<file path="config.mk">
export PLATFORM = sky130hd
export DESIGN_NAME = ram_arbiter_flat
export DESIGN_NICKNAME = d
export VERILOG_FILES = /design/src/rtl/ram_arbiter_pkg.sv /design/src/rtl/ram_arbiter_if.sv /design/src/rtl/ram_arbiter_rr_arb2.sv /design/src/rtl/ram_arbiter.sv /design/src/flat_wrapper.sv
export SDC_FILE = /design/constraint.sdc
export NUM_CORES = 1
export LEC_CHECK = 0
export ABC_CLOCK_PERIOD_IN_PS = 2510
export CAP_MARGIN = 20
export CORE_MARGIN = 5
export CORE_UTILIZATION = 50
export CTS_BUF_LIST = sky130_fd_sc_hd__clkbuf_2 sky130_fd_sc_hd__clkbuf_4 sky130_fd_sc_hd__clkbuf_8
export DETAILED_ROUTE_END_ITERATION = 10
export DONT_BUFFER_PORTS = 1
export PLACE_DENSITY_LB_ADDON = 0.3
export SETUP_SLACK_MARGIN = 0.3
export SLEW_MARGIN = 40
export SYNTH_ARGS = -nofsm -noshare
export SYNTH_HDL_FRONTEND = slang
export SYNTH_SLANG_ARGS = --single-unit
</file>
<file path="constraint.sdc">
create_clock -name Clk -period 2.51 [get_ports Clk]
set_input_delay 0.502 -clock Clk [delete_from_list [all_inputs] [get_ports Clk]]
set_output_delay 0.502 -clock Clk [all_outputs]
set_load 0.03 [all_outputs]
</file>
<file path="src/rtl/ram_arbiter_pkg.sv">
// Shared types for the two-port RAM arbiter.
// Exports FSM state enum, read tag struct and read pipeline depth.
package ram_arbiter_pkg;

  typedef enum logic [1:0] {
    ARB,
    LOCK0,
    LOCK1
  } ram_arb_state_t;

  typedef struct packed {
    logic vld;
    logic port;
  } ram_rd_tag_t;

  localparam int RAM_RD_LATENCY = 1;
  // command stage plus RAM read latency
  localparam int TAG_DEPTH = RAM_RD_LATENCY + 1;

endpackage

</file>
<file path="src/rtl/ram_arbiter_if.sv">
// Bus bundle between the two requesters, the arbiter and the RAM.
// slave: arbiter side; master: requesters plus RAM device side.
interface ram_arbiter_if;

  logic       Req0;
  logic       We0;
  logic       Lock0;
  logic [7:0] Addr0;
  logic [7:0] WrData0;
  logic       Ack0;
  logic       RdValid0;
  logic [7:0] RdData0;

  logic       Req1;
  logic       We1;
  logic       Lock1;
  logic [7:0] Addr1;
  logic [7:0] WrData1;
  logic       Ack1;
  logic       RdValid1;
  logic [7:0] RdData1;

  logic       Cs;
  logic       Wen;
  logic       Oen;
  logic [7:0] Address;
  logic [7:0] DataIn;
  logic [7:0] DataOut;

  modport slave (
    input  Req0, We0, Lock0, Addr0, WrData0,
    input  Req1, We1, Lock1, Addr1, WrData1,
    input  DataOut,
    output Ack0, RdValid0, RdData0,
    output Ack1, RdValid1, RdData1,
    output Cs, Wen, Oen, Address, DataIn
  );

  modport master (
    output Req0, We0, Lock0, Addr0, WrData0,
    output Req1, We1, Lock1, Addr1, WrData1,
    output DataOut,
    input  Ack0, RdValid0, RdData0,
    input  Ack1, RdValid1, RdData1,
    input  Cs, Wen, Oen, Address, DataIn
  );

endinterface

</file>
<file path="src/rtl/ram_arbiter_rr_arb2.sv">
// Two-way round-robin grant, purely combinational.
// req[1:0], last_grant in; one-hot (or zero) gnt[1:0] out.
module rr_arb2 (
  input  logic [1:0] req,
  input  logic       last_grant,
  output logic [1:0] gnt
);

  always_comb begin
    if (req == 2'b11) begin
      gnt = last_grant ? 2'b01 : 2'b10;
    end else begin
      gnt = req;
    end
  end

endmodule

</file>
<file path="src/rtl/ram_arbiter.sv">
// Shares a single-port RAM between two requesters (round-robin + lock).
// Ports: Clk, Rst (async high), bus (ram_arbiter_if.slave).
module ram_arbiter
  import ram_arbiter_pkg::*;
#(
  parameter int   MAX_LOCK  = 4,
  parameter logic RST_OWNER = 1'b0
) (
  input logic          Clk,
  input logic          Rst,
  ram_arbiter_if.slave bus
);

  localparam logic [3:0] CNT_MAX = 4'(MAX_LOCK);

  ram_arb_state_t state_q, state_d;
  logic [3:0] cnt_q, cnt_d;
  logic [3:0] cnt_base;
  logic       last_q, last_d;

  logic [1:0] req, lock, we;
  logic [1:0] rr_gnt, gnt;
  logic       own, forced;
  logic       win, any;
  logic       we_w;
  logic [7:0] addr_w, wd_w;

  logic       cs_q, cs_d;
  logic       wen_q, wen_d;
  logic       oen_q, oen_d;
  logic [7:0] addr_q, addr_d;
  logic [7:0] din_q, din_d;

  ram_rd_tag_t [TAG_DEPTH-1:0] tag_q, tag_d;
  logic       rdv0, rdv1;
  logic [7:0] rd0_q, rd0_d;
  logic [7:0] rd1_q, rd1_d;

  assign req  = {bus.Req1, bus.Req0};
  assign lock = {bus.Lock1, bus.Lock0};
  assign we   = {bus.We1, bus.We0};

  rr_arb2 u_rr (
    .req       (req),
    .last_grant(last_q),
    .gnt       (rr_gnt)
  );

  assign own = (state_q == LOCK1);

  // Lock owner wins while requesting, unless it has used up its
  // run of grants and the other port is waiting.
  always_comb begin
    gnt    = rr_gnt;
    forced = 1'b0;
    if (state_q != ARB && req[own]) begin
      if (cnt_q >= CNT_MAX && req[~own]) begin
        forced = 1'b1;
        gnt    = own ? 2'b01 : 2'b10;
      end else begin
        gnt = own ? 2'b10 : 2'b01;
      end
    end
  end

  assign win    = gnt[1];
  assign any    = |gnt;
  assign we_w   = we[win];
  assign addr_w = win ? bus.Addr1 : bus.Addr0;
  assign wd_w   = win ? bus.WrData1 : bus.WrData0;

  always_comb begin
    state_d  = ARB;
    cnt_d    = '0;
    cnt_base = '0;
    last_d   = last_q;
    if (any) begin
      last_d = win;
      if (!forced && lock[win]) begin
        state_d = win ? LOCK1 : LOCK0;
        // run length restarts when ownership is newly taken
        if (state_q == state_d) begin
          cnt_base = cnt_q;
        end
        cnt_d = cnt_base + {3'b000, req[~win]};
      end
    end
  end

  always_comb begin
    cs_d   = any;
    wen_d  = any & we_w;
    oen_d  = any & ~we_w;
    addr_d = any ? addr_w : addr_q;
    din_d  = (any & we_w) ? wd_w : din_q;
    tag_d[0].vld  = oen_d;
    tag_d[0].port = win;
    for (int i = 1; i < TAG_DEPTH; i++) begin
      tag_d[i] = tag_q[i-1];
    end
  end

  assign rdv0 = tag_q[TAG_DEPTH-1].vld & ~tag_q[TAG_DEPTH-1].port;
  assign rdv1 = tag_q[TAG_DEPTH-1].vld & tag_q[TAG_DEPTH-1].port;

  // read data passes through in its return cycle, then is held
  assign rd0_d = rdv0 ? bus.DataOut : rd0_q;
  assign rd1_d = rdv1 ? bus.DataOut : rd1_q;

  always_ff @(posedge Clk or posedge Rst) begin
    if (Rst) begin
      state_q <= ARB;
      cnt_q   <= '0;
      last_q  <= RST_OWNER;
      cs_q    <= 1'b0;
      wen_q   <= 1'b0;
      oen_q   <= 1'b0;
      addr_q  <= '0;
      din_q   <= '0;
      tag_q   <= '0;
      rd0_q   <= '0;
      rd1_q   <= '0;
    end else begin
      state_q <= state_d;
      cnt_q   <= cnt_d;
      last_q  <= last_d;
      cs_q    <= cs_d;
      wen_q   <= wen_d;
      oen_q   <= oen_d;
      addr_q  <= addr_d;
      din_q   <= din_d;
      tag_q   <= tag_d;
      rd0_q   <= rd0_d;
      rd1_q   <= rd1_d;
    end
  end

  assign bus.Ack0     = gnt[0] & ~Rst;
  assign bus.Ack1     = gnt[1] & ~Rst;
  assign bus.RdValid0 = rdv0;
  assign bus.RdValid1 = rdv1;
  assign bus.RdData0  = rdv0 ? bus.DataOut : rd0_q;
  assign bus.RdData1  = rdv1 ? bus.DataOut : rd1_q;
  assign bus.Cs       = cs_q;
  assign bus.Wen      = wen_q;
  assign bus.Oen      = oen_q;
  assign bus.Address  = addr_q;
  assign bus.DataIn   = din_q;

endmodule
</file>
<file path="src/flat_wrapper.sv">
// flat-port wrapper written by rule: the top's interface ports become plain ports
module ram_arbiter_flat import ram_arbiter_pkg::*;
#(
  parameter int   MAX_LOCK  = 4,
  parameter logic RST_OWNER = 1'b0
)
  (Clk, Rst, bus_Req0, bus_We0, bus_Lock0, bus_Addr0, bus_WrData0, bus_Req1, bus_We1, bus_Lock1, bus_Addr1, bus_WrData1, bus_DataOut, bus_Ack0, bus_RdValid0, bus_RdData0, bus_Ack1, bus_RdValid1, bus_RdData1, bus_Cs, bus_Wen, bus_Oen, bus_Address, bus_DataIn);
  ram_arbiter_if bus_i ();
  input logic Clk;
  input logic Rst;
  input wire logic [$bits(bus_i.Req0)-1:0] bus_Req0;
  input wire logic [$bits(bus_i.We0)-1:0] bus_We0;
  input wire logic [$bits(bus_i.Lock0)-1:0] bus_Lock0;
  input wire logic [$bits(bus_i.Addr0)-1:0] bus_Addr0;
  input wire logic [$bits(bus_i.WrData0)-1:0] bus_WrData0;
  input wire logic [$bits(bus_i.Req1)-1:0] bus_Req1;
  input wire logic [$bits(bus_i.We1)-1:0] bus_We1;
  input wire logic [$bits(bus_i.Lock1)-1:0] bus_Lock1;
  input wire logic [$bits(bus_i.Addr1)-1:0] bus_Addr1;
  input wire logic [$bits(bus_i.WrData1)-1:0] bus_WrData1;
  input wire logic [$bits(bus_i.DataOut)-1:0] bus_DataOut;
  output wire logic [$bits(bus_i.Ack0)-1:0] bus_Ack0;
  output wire logic [$bits(bus_i.RdValid0)-1:0] bus_RdValid0;
  output wire logic [$bits(bus_i.RdData0)-1:0] bus_RdData0;
  output wire logic [$bits(bus_i.Ack1)-1:0] bus_Ack1;
  output wire logic [$bits(bus_i.RdValid1)-1:0] bus_RdValid1;
  output wire logic [$bits(bus_i.RdData1)-1:0] bus_RdData1;
  output wire logic [$bits(bus_i.Cs)-1:0] bus_Cs;
  output wire logic [$bits(bus_i.Wen)-1:0] bus_Wen;
  output wire logic [$bits(bus_i.Oen)-1:0] bus_Oen;
  output wire logic [$bits(bus_i.Address)-1:0] bus_Address;
  output wire logic [$bits(bus_i.DataIn)-1:0] bus_DataIn;
  assign bus_i.Req0 = bus_Req0;
  assign bus_i.We0 = bus_We0;
  assign bus_i.Lock0 = bus_Lock0;
  assign bus_i.Addr0 = bus_Addr0;
  assign bus_i.WrData0 = bus_WrData0;
  assign bus_i.Req1 = bus_Req1;
  assign bus_i.We1 = bus_We1;
  assign bus_i.Lock1 = bus_Lock1;
  assign bus_i.Addr1 = bus_Addr1;
  assign bus_i.WrData1 = bus_WrData1;
  assign bus_i.DataOut = bus_DataOut;
  assign bus_Ack0 = bus_i.Ack0;
  assign bus_RdValid0 = bus_i.RdValid0;
  assign bus_RdData0 = bus_i.RdData0;
  assign bus_Ack1 = bus_i.Ack1;
  assign bus_RdValid1 = bus_i.RdValid1;
  assign bus_RdData1 = bus_i.RdData1;
  assign bus_Cs = bus_i.Cs;
  assign bus_Wen = bus_i.Wen;
  assign bus_Oen = bus_i.Oen;
  assign bus_Address = bus_i.Address;
  assign bus_DataIn = bus_i.DataIn;
  ram_arbiter #(.MAX_LOCK(MAX_LOCK), .RST_OWNER(RST_OWNER)) u_core (.Clk(Clk), .Rst(Rst), .bus(bus_i));
endmodule
</file>
Word level (Yosys, flattened, before mapping)
Index checks and enable logic that the tools add are counted.

Reduce and logical (&&, ||, !) cells: 6. Bitwise operators: 11. $add $sub $neg: 1. Multiplexer cells: 30. Eq/ne operators: 3. $lt $le $gt $ge: 5.

Operators by type and width (number): $mux 8 (4); $mux 4 (5); $mux 2 (9); $mux 1 (12); $lt 1x2->1 const B (4); $and 1x1->1 (6); $not 1->1 (5); $add 4x1->4 (1); $eq 2x2->1 const B (2); $ge 4x3->1 const B (1); $logic_and 1x1->1 (3); $eq 2x2->1 (1); $reduce_bool 2->1 (1); $reduce_or 2->1 (1); $logic_not 1->1 (1).

Flip-flop bits (word level): 45. Bits of input ports: 48. Word-level logic and storage cells: 69.

Longest topological paths before layout
Depth after elaboration: 15. Mapped depth: 10.

Cells and area by module
A second synthesis with hierarchy kept.

Cell total of the unflattened synthesis: 193. Area, all modules: 2122.0 um2.

By module, submodules not included: ram_arbiter (cells an instance 190, area each 2103.3 um2, times used 1); rr_arb2 (cells an instance 3, area each 18.8 um2, times used 1).

Least setup slack after synthesis
No wires, ideal clock.

Path kind: input to output. From: input bus_Req0. To: output bus_Ack0. Buffers on the path: 2. Data arrival time: 2.007 ns. Setup slack: 0.001 ns. Required time: 2.008 ns. Stages on the path: 7. Cells stage by stage: buf_2 > o21ai_1 > and3_4 > buf_6 > nor3_4 > inv_2 > nor3_1.

Word-level cells in the longest chain between the ends: 6.

RTL lines: start, declared (RTL line flat_wrapper.sv:11) `input wire logic [$bits(bus_i.Req0)-1:0] bus_Req0;`; $mux 1 (not written as such) (2 in a row) (RTL line ram_arbiter.sv:57) `if (cnt_q >= CNT_MAX && req[~own]) begin`; $logic_and 1x1->1 (RTL line ram_arbiter.sv:57); $mux 2 (RTL line ram_arbiter.sv:57); $mux 2 * (RTL line ram_arbiter.sv:56) `if (state_q != ARB && req[own]) begin`; $and 1x1->1 * (RTL line ram_arbiter.sv:138) `assign bus.Ack0 = gnt[0] & ~Rst;`; end, declared (RTL line flat_wrapper.sv:22) `output wire logic [$bits(bus_i.Ack0)-1:0] bus_Ack0;`.

Every way passes the cells marked *; elsewhere a longest branch is shown, timed or not. The select of a mux whose other input is x is not followed.

Worst setup path in the final report
From: register u_core.state_q[0]. To: output bus_Ack0.

Word-level cells in the longest chain between the ends: 7.

RTL lines: start, declared (RTL line ram_arbiter.sv:16) `ram_arb_state_t state_q, state_d;`; start signal, assigned (RTL line ram_arbiter.sv:124) `state_q <= state_d;`; $eq 2x2->1 (RTL line ram_arbiter.sv:49) `assign own = (state_q == LOCK1);`; $mux 1 (not written as such) (2 in a row) (RTL line ram_arbiter.sv:57); $logic_and 1x1->1 (RTL line ram_arbiter.sv:57); $mux 2 (RTL line ram_arbiter.sv:57); $mux 2 * (RTL line ram_arbiter.sv:56); $and 1x1->1 * (RTL line ram_arbiter.sv:138).

Marks and branches as above.

==> run_results.csv <==
group,metric,value,unit
yosys,ys_types,39,
timing,period_share,0.868,
clock_tree,numCtsBuffers,5,
timing,rsz0062_at_grt,"yes",
power_and_ir_drop,power.density,892,nW/um^2
critical_path,rrSetupSlack,0.44,ns
placement,dp_hpwl,3600,um
cells_and_area,drive_above_1_share,0.299,
placement,portBuffers,0,
clock_tree,cts_tree,"built",
cells_and_area,antenna_cells,0,
floorplan,dieArea,5610,um^2
global_route,grt_pass1_vias,1514,
cells_and_area,multiInputGateArea,931,um^2
yosys,ys.flop_type,"dfrtp_1",
global_route,grt_max_degree,46,
placement,gp_congestion,0.889,
power_and_ir_drop,power.leakage,0.000984,uW
cells_and_area,area_growth,11.2,%
floorplan,ios,87,
detailed_routing,drcViolationCount,0,
timing,slew-limit-headroom,0.586,
timing,fin_tns_setup,0,ns
power_and_ir_drop,peakVddDrop,0.411,mV
detailed_routing,vias,1546,
critical_path,arrival,1.68,ns
job,cap_violations,0,
yosys,synth_warnings,0,
critical_path,crit_path_start_kind,"register",
clock_tree,clkSinkCount,45,
yosys,syn_area,2110,um^2
yosys,synth_edf_count,0,
clock_tree,clk_pin_slew_worst_paths,0.09,ns
global_route,grt_pass1_wl,7800,um
yosys,seq_area_frac_synth,0.535,
clock_tree,clk_latency,0.30,ns
timing,slew_violations,0,
yosys,synthArstFlopShare,1.00,
timing,setup_viol,0,
timing,hold_violations,0,
timing,fin_skew,0.00894,ns
detailed_routing,detail-route-antenna-nets,0,
detailed_routing,wirelength,5290,um
global_route,antenna_found_initial,0,
global_route,grt.total_usage,0.185,
cells_and_area,seqCellArea,1130,um^2
global_route,grt_overflow,0,
cells_and_area,nFillCells,367,
clock_tree,cts-root-buf,"clkbuf_8",
status,status,"finished, final reports clean",
detailed_routing,wl_per_cell,22.6,um
timing,fmax,0.459,GHz
timing,holdWs,0.123,ns
cells_and_area,final_nets,233,
yosys,synth_nets,223,
detailed_routing,routed_via_density,6.61,
detailed_routing,firstDrtPassIters,4,
critical_path,required,2.01,ns
timing,timing.final.crit_period,2.18,ns
yosys,syn_inst,173,
critical_path,worst-path-max-fanout,5,
min_path,hold_path.class,"input port to async pin",
floorplan,die_w,74.9,um
clock_tree,htreeDepth,2,
floorplan,initial_utilization,0.523,
yosys,syn_area_per_cell,12.2,um^2
floorplan,coreArea,4030,um^2
yosys,synth-seq-cells,45,
critical_path,endpoint_kind,"output port",
critical_path,crit_type,"register to output port",
detailed_routing,drt_iter0_markers,228,
clock_tree,cts_buffer_depth,2,
timing,worst_slew_pin_slew,0.619,ns
floorplan,die_h,74.9,um
floorplan,rows,23,
## power by group
| group | leakage (uW) | internal, uW | switching, uW | total, uW |
|---|---|---|---|---|
| registers | 0.000542 | 876 | 189 | 1060 |
| clock network | 0.0000445 | 198 | 262 | 460 |
| logic | 0.000397 | 178 | 386 | 563 |
| total | 0.000984 | 1250 | 836 | 2090 |
## worst max-delay path, stage by stage, from the launching register on
cell,delay (ns)
dfrtp_2,0.45
buf_4,0.16
o2111a_2,0.15
nor3_4,0.26
inv_4,0.07
nor3_4,0.30
## state kept, by name (all words and copies together), names as in the netlist
signal	cells
u_core.bus.Address	8
u_core.bus.Cs	1
u_core.bus.DataIn	8
u_core.bus.Oen	1
u_core.bus.Wen	1
u_core.cnt_q	4
u_core.last_q	1
u_core.rd0_q	8
u_core.rd1_q	8
u_core.state_q	2
u_core.tag_d	1
u_core.tag_q	2
## cell usage after synthesis, types with 2 or more instances
cell type   n  share of area
nand3_1     4         0.0095
ha_1        2          0.012
buf_2       5          0.012
o21ai_0     5          0.012
and2_1      9          0.027
clkbuf_1    4         0.0071
o31ai_1     8          0.029
and3_4      2          0.011
o311ai_1    2         0.0083
inv_1       8          0.014
dfrtp_1    45           0.53
o21ai_1     2         0.0048
nand4_1     9          0.027
buf_6       2          0.011
a21boi_0    2         0.0071
xor2_1      2         0.0083
a211oi_1    2         0.0071
nor2b_1     4          0.012
o211ai_1    8          0.029
a221o_1     8          0.038
nor2_1      2         0.0036
mux2_2     16          0.086
o311ai_0    6          0.025
## repair_timing
action | 4_1_cts | 5_1_grt
gates cloned | 2 | 0
hold buffers | 0 | 0
setup buffers | 7 | 2
setup endpoints to repair | 2 | 9
resized for setup | 4 | 6
pin swaps | 5 | 2
## through the flow
step | setup slack (ns) | utilization | power, uW | cells | area (um^2)
2_1_floorplan | 0.371 | - | 1530 | 173 | 2120
3_3_place_gp | 0.416 | 0.531 | 1600 | 215 | 2140
3_5_place_dp | 0.367 | 0.532 | 1620 | 215 | 2140
4_1_cts | 0.236 | 0.572 | 2090 | 232 | 2300
5_1_grt | 0.270 | 0.581 | 2170 | 234 | 2340
6_report | 0.332 | 0.581 | 2090 | 234 | 2340
## layer usage
layer / GRT usage / up-vias / part of all wire
li1: - / 682 / -
met1: 0.243 / 762 / 0.39
met2: 0.284 / 88 / 0.48
met3: 0.0601 / 14 / 0.12
met4: 0.0731 / 0 / 0.018
met5: 0 / - / 0
## final timing paths
path | from | endpoint | cells after the start
min in group Clk | bus_We0 | u_core.bus.Oen | 1
setup reg to reg | u_core.cnt_q[2] | u_core.cnt_q[3] | 9
setup / recovery | u_core.state_q[0] | bus_Ack0 | 5
hold / removal | Rst | u_core.bus.Address[3] | 1
max in group asynchronous | Rst | u_core.state_q[0] | 1
hold reg to reg | u_core.tag_d[2] | u_core.tag_q[2] | 0
## cell usage in the layout, fill, tap and decap left out, drive strengths merged, types with 2 or more instances in the layout
cell | Yosys | layout
a211oi | 2 | 2
a21boi | 2 | 2
a221o | 8 | 8
and2 | 9 | 9
and3 | 2 | 4
buf | 7 | 12
clkbuf | 4 | 5
dfrtp | 45 | 45
ha | 2 | 2
inv | 9 | 10
mux2 | 16 | 16
nand3 | 4 | 4
nand4 | 9 | 9
nor2 | 2 | 2
nor2b | 4 | 4
nor3 | 2 | 2
nor3b | 2 | 2
o211ai | 8 | 8
o21ai | 7 | 7
o311ai | 8 | 8
o31ai | 8 | 8
xor2 | 2 | 2
## layout make-up
cell class	count	share of cell area
Multi-Input combinational cell	110	0.398
Tap cell	50	0.0267
Sequential cell	45	0.482
Timing Repair Buffer	12	0.0385
Clock inverter	3	0.00909
Inverter	9	0.0166
Clock buffer	5	0.0294
## logic make-up after synthesis
family | after synthesis | synth area share
simple gates | 40 | 0.135
mux | 16 | 0.0856
fa+ha+maj | 2 | 0.0119
compound gates | 48 | 0.178
flops | 45 | 0.535
buf+inv | 20 | 0.0457
xor+xnor | 2 | 0.00832
No activity file was read; power rests on OpenSTA's default activity.
